--- src/rtl/bin2bcd_seq.sv ---
// bin2bcd_seq: sequential binary-to-BCD converter (shift-and-add-3 engine).
//
// Takes a BIN_W-bit binary value on an accepted start and shifts it through
// a (16+BIN_W)-bit register for BIN_W cycles. It presents four registered
// BCD digits (thousands..ones), and those digits only change when a
// conversion completes.
//
// Optional feature: define BIN2BCD_SATURATE_EN to show 9999 instead of the
// value mod 10000 when the latched input was above 9999.
//
// Handshake: start is sampled on a rising clock edge only while busy=0 (IDLE
// or DONE state); that edge is the accept edge and latches bin_in. busy stays
// high for BIN_W cycles after it. done is high for exactly the one cycle in
// which the new digits are first visible. The DONE cycle is not busy, so a
// start there chains straight into the next conversion.
//
// dbg_state_o mirrors the FSM state encoding: IDLE=0, SHIFT=1, DONE=2.
module bin2bcd_seq #(
    parameter int BIN_W = 14
) (
    input  logic             clock,
    input  logic             reset,
    input  logic             start,
    input  logic [BIN_W-1:0] bin_in,
    output logic             busy,
    output logic             done,
    output logic             overflow,
    output logic [3:0]       dig0,
    output logic [3:0]       dig1,
    output logic [3:0]       dig2,
    output logic [3:0]       dig3,
    output logic [1:0]       dbg_state_o
);

    localparam int SR_W  = 16 + BIN_W;
    localparam int CNT_W = $clog2(BIN_W + 1);

    typedef enum logic [1:0] {
        IDLE  = 2'd0,
        SHIFT = 2'd1,
        DONE  = 2'd2
    } state_t;

    state_t            state_q, state_d;
    logic [SR_W-1:0]   sr_q, sr_d;
    logic [CNT_W-1:0]  cnt_q, cnt_d;
    logic              ovf_q, ovf_d;
    logic [15:0]       dig_q, dig_d;

    logic [SR_W-1:0]   sr_adj;
    logic [SR_W-1:0]   sr_shift;
    logic              in_ovf;
    logic [15:0]       result;

    // Adjust each BCD nibble (>=5 gets +3), then shift the whole register left.
    // The bit leaving the thousands nibble is dropped, giving value mod 10000.
    always_comb begin
        sr_adj = sr_q;
        for (int i = 0; i < 4; i++) begin
            if (sr_q[BIN_W + 4*i +: 4] >= 4'd5) begin
                sr_adj[BIN_W + 4*i +: 4] = sr_q[BIN_W + 4*i +: 4] + 4'd3;
            end
        end
        sr_shift = {sr_adj[SR_W-2:0], 1'b0};
    end

    assign in_ovf = ({{(32-BIN_W){1'b0}}, bin_in} > 32'd9999);

    // Value loaded into the digits on the DONE-entry edge.
`ifdef BIN2BCD_SATURATE_EN
    assign result = ovf_q ? 16'h9999 : sr_shift[SR_W-1 -: 16];
`else
    assign result = sr_shift[SR_W-1 -: 16];
`endif

    // Next-state and datapath updates for the IDLE/SHIFT/DONE controller.
    always_comb begin
        state_d = state_q;
        sr_d    = sr_q;
        cnt_d   = cnt_q;
        ovf_d   = ovf_q;
        dig_d   = dig_q;
        case (state_q)
            IDLE, DONE: begin
                if (start) begin
                    sr_d    = {16'b0, bin_in};
                    cnt_d   = CNT_W'(BIN_W);
                    ovf_d   = in_ovf;
                    state_d = SHIFT;
                end else begin
                    state_d = IDLE;
                end
            end
            SHIFT: begin
                sr_d  = sr_shift;
                cnt_d = cnt_q - 1'b1;
                if (cnt_q == CNT_W'(1)) begin
                    state_d = DONE;
                    dig_d   = result;
                end
            end
            default: begin
                state_d = IDLE;
            end
        endcase
    end

    // State and datapath registers with synchronous reset.
    always_ff @(posedge clock) begin
        if (reset) begin
            state_q <= IDLE;
            sr_q    <= '0;
            cnt_q   <= '0;
            ovf_q   <= 1'b0;
            dig_q   <= '0;
        end else begin
            state_q <= state_d;
            sr_q    <= sr_d;
            cnt_q   <= cnt_d;
            ovf_q   <= ovf_d;
            dig_q   <= dig_d;
        end
    end

    assign busy        = (state_q == SHIFT);
    assign done        = (state_q == DONE);
    assign overflow    = ovf_q;
    assign dig0        = dig_q[3:0];
    assign dig1        = dig_q[7:4];
    assign dig2        = dig_q[11:8];
    assign dig3        = dig_q[15:12];
    assign dbg_state_o = state_q;

endmodule

--- config.mk ---
export PLATFORM = sky130hd
export DESIGN_NAME = bin2bcd_seq
export DESIGN_NICKNAME = d
export VERILOG_FILES = /design/src/rtl/bin2bcd_seq.sv
export SDC_FILE = /design/constraint.sdc
export NUM_CORES = 1
export LEC_CHECK = 0
export CELL_PAD_IN_SITES_DETAIL_PLACEMENT = 0
export CELL_PAD_IN_SITES_GLOBAL_PLACEMENT = 1
export CORE_UTILIZATION = 32
export DETAILED_ROUTE_END_ITERATION = 16
export MAX_ROUTING_LAYER = met4
export PLACE_DENSITY = 0.74
export REMOVE_ABC_BUFFERS = 1
export SYNTH_ARGS = -nofsm -noshare
export SYNTH_HDL_FRONTEND = slang
export SYNTH_SLANG_ARGS = --single-unit
--- constraint.sdc ---
create_clock -name clock -period 1.61 [get_ports clock]
set_input_delay 0.2415 -clock clock [delete_from_list [all_inputs] [get_ports clock]]
set_output_delay 0.2415 -clock clock [all_outputs]
set_load 0.01 [all_outputs]
## Yosys cells after proc, flatten, opt, wreduce, memory -nomap -nowiden

Index checks and enable logic that the tools add are counted.

| operators by class | value |
|---|---|
| muxes and demuxes | 11 |
| add/sub/neg operators | 5 |
| div/mod/pow operators | 0 |
| reduce and logical (&&, ||, !) cells | 6 |
| shifts and indexed selects | 0 |
| order comparisons | 5 |
| equality and inequality tests | 5 |
| bitwise operators | 0 |
| multipliers | 0 |

Operators by type and width:

| operator | number |
|---|---|
| case mux 30 bit (2 select lines) | 1 |
| two-way mux 30 bit | 1 |
| >= comparator 4 x 3 -> 1 bit, second input constant | 4 |
| two-way mux 4 bit | 4 |
| > comparator 14 bit, second input constant | 1 |
| adder 4 x 2 -> 4 bit, second input constant | 3 |
| case mux 4 bit (2 select lines) | 1 |
| AND reduction 2 bit | 3 |
| == test 4 x 1 -> 1 bit, second input constant | 1 |
| case mux 2 bit (2 select lines) | 1 |
| subtractor 4 x 1 -> 4 bit, second input constant | 1 |
| adder 3 x 2 -> 3 bit, second input constant | 1 |
| two-way mux 3 bit | 1 |
| == test 2 x 1 -> 1 bit, second input constant | 1 |
| == test 2 bit, second input constant | 1 |
| zero test 2 bit | 1 |
| two-way mux 2 bit | 1 |
| != test 2 x 1 -> 1 bit, second input constant | 1 |
| != test 2 bit, second input constant | 1 |
| nonzero test 2 bit | 1 |
| OR reduction 2 bit | 1 |
| two-way mux 1 bit | 1 |

| storage, ports and cells | value |
|---|---|
| input port bits | 17 |
| output and inout port bits | 21 |
| logic and storage cells | 37 |
| latch bits | 0 |
| memories kept | 0 |
| ROM bits | 0 |
| RAM bits | 0 |
| register bits | 53 |

## Depth between registers and ports, before layout

Gate-level depths: netlist of run 1.

| depth | value |
|---|---|
| depth in word-level cells | 4 |
| mapped depth | 7 |
| mapped depth without buffers | 6 |

## Worst setup path after synthesis of run 1

No wires, ideal clock.

| path | value |
|---|---|
| path kind | reg-to-reg |
| start point | register cnt_q[0] |
| end point | register dig_q[10] |
| buffers on the path | 1 |
| setup slack | 0.037 ns |
| required time | 1.537 ns |
| data arrival time | 1.500 ns |
| library setup time | 0.073 ns |
| cell stages (with the launch flop) | 6 |
| period minus slack after synthesis | 1.573 ns |
| path through | dfxtp_1 -> ha_1 -> or3b_4 -> or3_1 -> buf_6 -> o22ai_2 |

| on the way | value |
|---|---|
| cells in the longest elaborated chain, start to end | 2 |

RTL lines:

| what | RTL line | RTL |
|---|---|---|
| start: declaration | 46 | `logic [CNT_W-1:0] cnt_q, cnt_d;` |
| start signal: assignment | 119 | `cnt_q <= cnt_d;` |
| == test 4 x 1 -> 1 bit | 97 | `if (cnt_q == CNT_W'(1)) begin` |
| AND reduction 2 bit (no line) | -- |  |
| end signal: assignment | 121 | `dig_q <= dig_d;` |
| end: declaration | 48 | `logic [15:0] dig_q, dig_d;` |

No other way between the ends.
A chain may end at the register's enable or synchronous reset.

## Final worst setup path of run 1

| path | value |
|---|---|
| start point | register cnt_q[1] |
| end point | register dig_q[14] |

Same word-level chain as after synthesis.

==> results of run 1 <==
repair_timing:
item                       in CTS  in global routing
resized for setup              12                 11
setup buffers                   0                  3
cloned                          0                  0
setup endpoints to repair      10                 20
pin swaps                       6                  8
cells by family (layout without fill, tap and decap cells):
| logic type | Yosys count | in the layout | share of synthesized area |
|---|---|---|---|
| flip-flops | 53 | 53 | 0.450 |
| AO/OA/AOI/OAI | 84 | 84 | 0.230 |
| XOR/XNOR | 4 | 4 | 0.0149 |
| adder cells (fa/ha/maj) | 10 | 10 | 0.0531 |
| multiplexers | 5 | 5 | 0.0234 |
| buffers and inverters | 29 | 87 | 0.0547 |
| AND/OR/NAND/NOR | 80 | 80 | 0.174 |
tightest hold or removal path, cell delays in order, from the launching register on:
cell and delay [ps]:
dfxtp_1 320, nand2_1 50, a21oi_1 50
where the power goes:
part,total [uW],switching [uW],internal (uW)
clock,767,427,341
combinational,335,166,169
sequential,1390,30.9,1360
total,2490,623,1870
synthesized netlist by cell type, types with 2 or more instances:
cell type | n | share of area
nor4_1 | 2 | 0.0053
a211oi_1 | 9 | 0.029
buf_2 | 7 | 0.015
ha_1 | 10 | 0.053
nor3b_1 | 7 | 0.022
clkbuf_1 | 6 | 0.0096
xnor2_1 | 4 | 0.015
inv_1 | 11 | 0.018
nand2b_1 | 15 | 0.040
buf_1 | 2 | 0.0032
nor3_1 | 6 | 0.013
o21ai_0 | 20 | 0.042
mux2_2 | 4 | 0.019
nand3_1 | 5 | 0.011
a21oi_1 | 30 | 0.064
a22oi_1 | 15 | 0.048
dfxtp_1 | 53 | 0.45
nor2b_1 | 2 | 0.0053
nand2_1 | 24 | 0.038
nor2_1 | 15 | 0.024
o22ai_2 | 7 | 0.037
worst max path at each step:
stage | from | endpoint | slack [ps] | depth (start not counted)
final | cnt_q[1] | dig_q[14] | -20 | 6
after global routing | cnt_q[1] | dig_q[14] | -60 | 6
after CTS | cnt_q[1] | dig_q[14] | -10 | 6
after detailed placement | start | cnt_q[2] | -90 | 5
after global placement | cnt_q[1] | dig_q[2] | -10 | 6
after floorplan | dbg_state_o[1] | sr_q[17] | -380 | 5
state kept, by name (all words and copies together), names as in the netlist:
| signal | flops |
|---|---|
| cnt_q | 4 |
| overflow | 1 |
| dig_q | 16 |
| dbg_state_o | 2 |
| sr_q | 30 |
final cells by class:
class	count	area, um2	area share
inverters	12	45.0	0.0141
clock inverters	1	7.51	0.00236
well taps	96	120	0.0377
clock buffers	6	82.6	0.0259
repair buffers	68	646	0.203
flip-flops and latches	53	1070	0.335
multi-input cells	183	1220	0.382
layer usage:
metal | part of all wire | global-route usage | up-vias
li1 | - | - | 1047
met3 | 0.042 | 0.0330 | 8
met2 | 0.47 | 0.240 | 48
met4 | 0.012 | 0.0447 | 0
met5 | 0 | - | -
met1 | 0.48 | 0.191 | 957
through the flow:
step | cells | TNS (ps) | total power, uW | instance area, um2 | setup slack (ps)
2_1_floorplan | 248 | -9300 | 1550 | 2270 | -382
5_1_grt | 419 | -343 | 2600 | 3190 | -63.7
6_report | 419 | -18.8 | 2490 | 3190 | -18.8
4_1_cts | 416 | -11.7 | 2510 | 3130 | -11.7
3_3_place_gp | 409 | -91.5 | 1740 | 3010 | -14.7
3_5_place_dp | 409 | -556 | 1740 | 3010 | -92.0
==> out/qor.txt, run 1 <==
average size of a mapped cell: 8.90 um2
Std-Cell Rows: 30
hold path depth: 2
Worst VDD drop: 0.000381 V
max incr delay on CP: 400 ps
R2R Setup Slk: -20 ps
pwr/cell area: 782 nW/um2
nets@finish: 350
# Max-Cap Violations: 0
commonest cells after routing, fill and taps aside: 48 x dfxtp_1, 35 x clkdlybuf4s50_1, 26 x a21oi_1, 26 x buf_4, 24 x nand2_1
CTS tree: done
post-DR wirelength/cell: 12.5 um
failing checks: setup timing
final routed DRC violation total: 0
Die Y-Extent: 87.8 um
status: finished, violations left
die footprint: 7710 um2
CTS Buffer Depth: 2
Final Hold Fails: 0
Worst Setup Path Type: reg2reg
kind of end point of the critical path: flip-flop
Synth cell types: 32
fmax: 614 MHz
Min Clock Period, post-route: 1630 ps
Tot GR Track Use: 0.151
layout cells sized above 1: 0.211
Post-Syn Area: 2360 um2
ANT nets after route: 0
Num CTS Buffers: 5
ANT cells: 0
asr flop ratio synth: 0
R2R cell count: 6
crit-path cells: inv_2, ha_4, or3b_4, or3_4, buf_6, o22ai_2
ys flop type: dfxtp_1
remaining global-route overflow: 0
first-pass GRT wire length: 8.74 mm
worst relative slew slack: 0.760
cts hold-fix bufs: 0
Seq/Total Area, Yosys: 0.450
CP Launch Type: flip-flop
Crit path buffers/inverters: 2
I/O Pins: 38
via count: 2,060
vias in the first global route: 1,909
CP max FO: 4
Syn-to-layout area delta: 35.2%
DRT iter0 DRCs: 95
Final Skew: 9.06 ps
r2r endpoint: dig_q[14]
# H-tree levels: 2
Leakage Power: 0.00110 uW
CP top delay family: simple AND/OR/NAND/NOR gates
port buffer count: 37
Vias per Instance: 4.92
Hold EP: sr_q[6]
initial antenna violation count: 0
final wirelength: 5.24 mm
Final Util: 0.459
post-synthesis cell count: 265
post-DP HPWL: 3.84 mm
CP Data Required Time: 1850 ps
Hold WS: 459 ps
Die Width: 87.8 um
synthesis warning total: 0
R2R Path Start: cnt_q[1]
slowest cell on the critical path: or3b_4
First-pass DRT Iterations: 4
Clock Tree Root: clkbuf_8
HP Start: sr_q[6]
pin count of the biggest net entering global routing: 27
Worst EP arrival: 1870 ps
most common library cell in the layout ignoring fill and taps: dfxtp_1
GPL Wtd Cong: 0.819
clock-pin slew on the worst setup and hold paths: 90 ps
core area: 6940 um2
Starting Density: 0.339
Post-synth EDFFs: 0
RSZ-0062 raised after global routing: yes
Tightest Pin Transition: 357 ps
Hold Path Class: reg2reg
final setup margin: -18.8 ps
final slew viol count: 0
Synth Register Bits: 53
clk_lat worst skew: 300 ps
final period utilization: 1.01
Layout fillers: 673
# clock sinks: 53
setup violators final: 1
No activity file was read; power rests on OpenSTA's default activity.
==> inputs of run 2 (changes only) <==
Settings changed: CAP_MARGIN set to 25, HOLD_SLACK_MARGIN set to 0.1.
==> results of run 2 <==
No change in the layout: final DEF, timing and power equal those of run 1.
==> inputs of run 3 (changes only) <==
Settings changed: CAP_MARGIN 25 to unset.
==> results of run 3 <==
No change in the layout: final DEF, timing and power equal those of run 1.
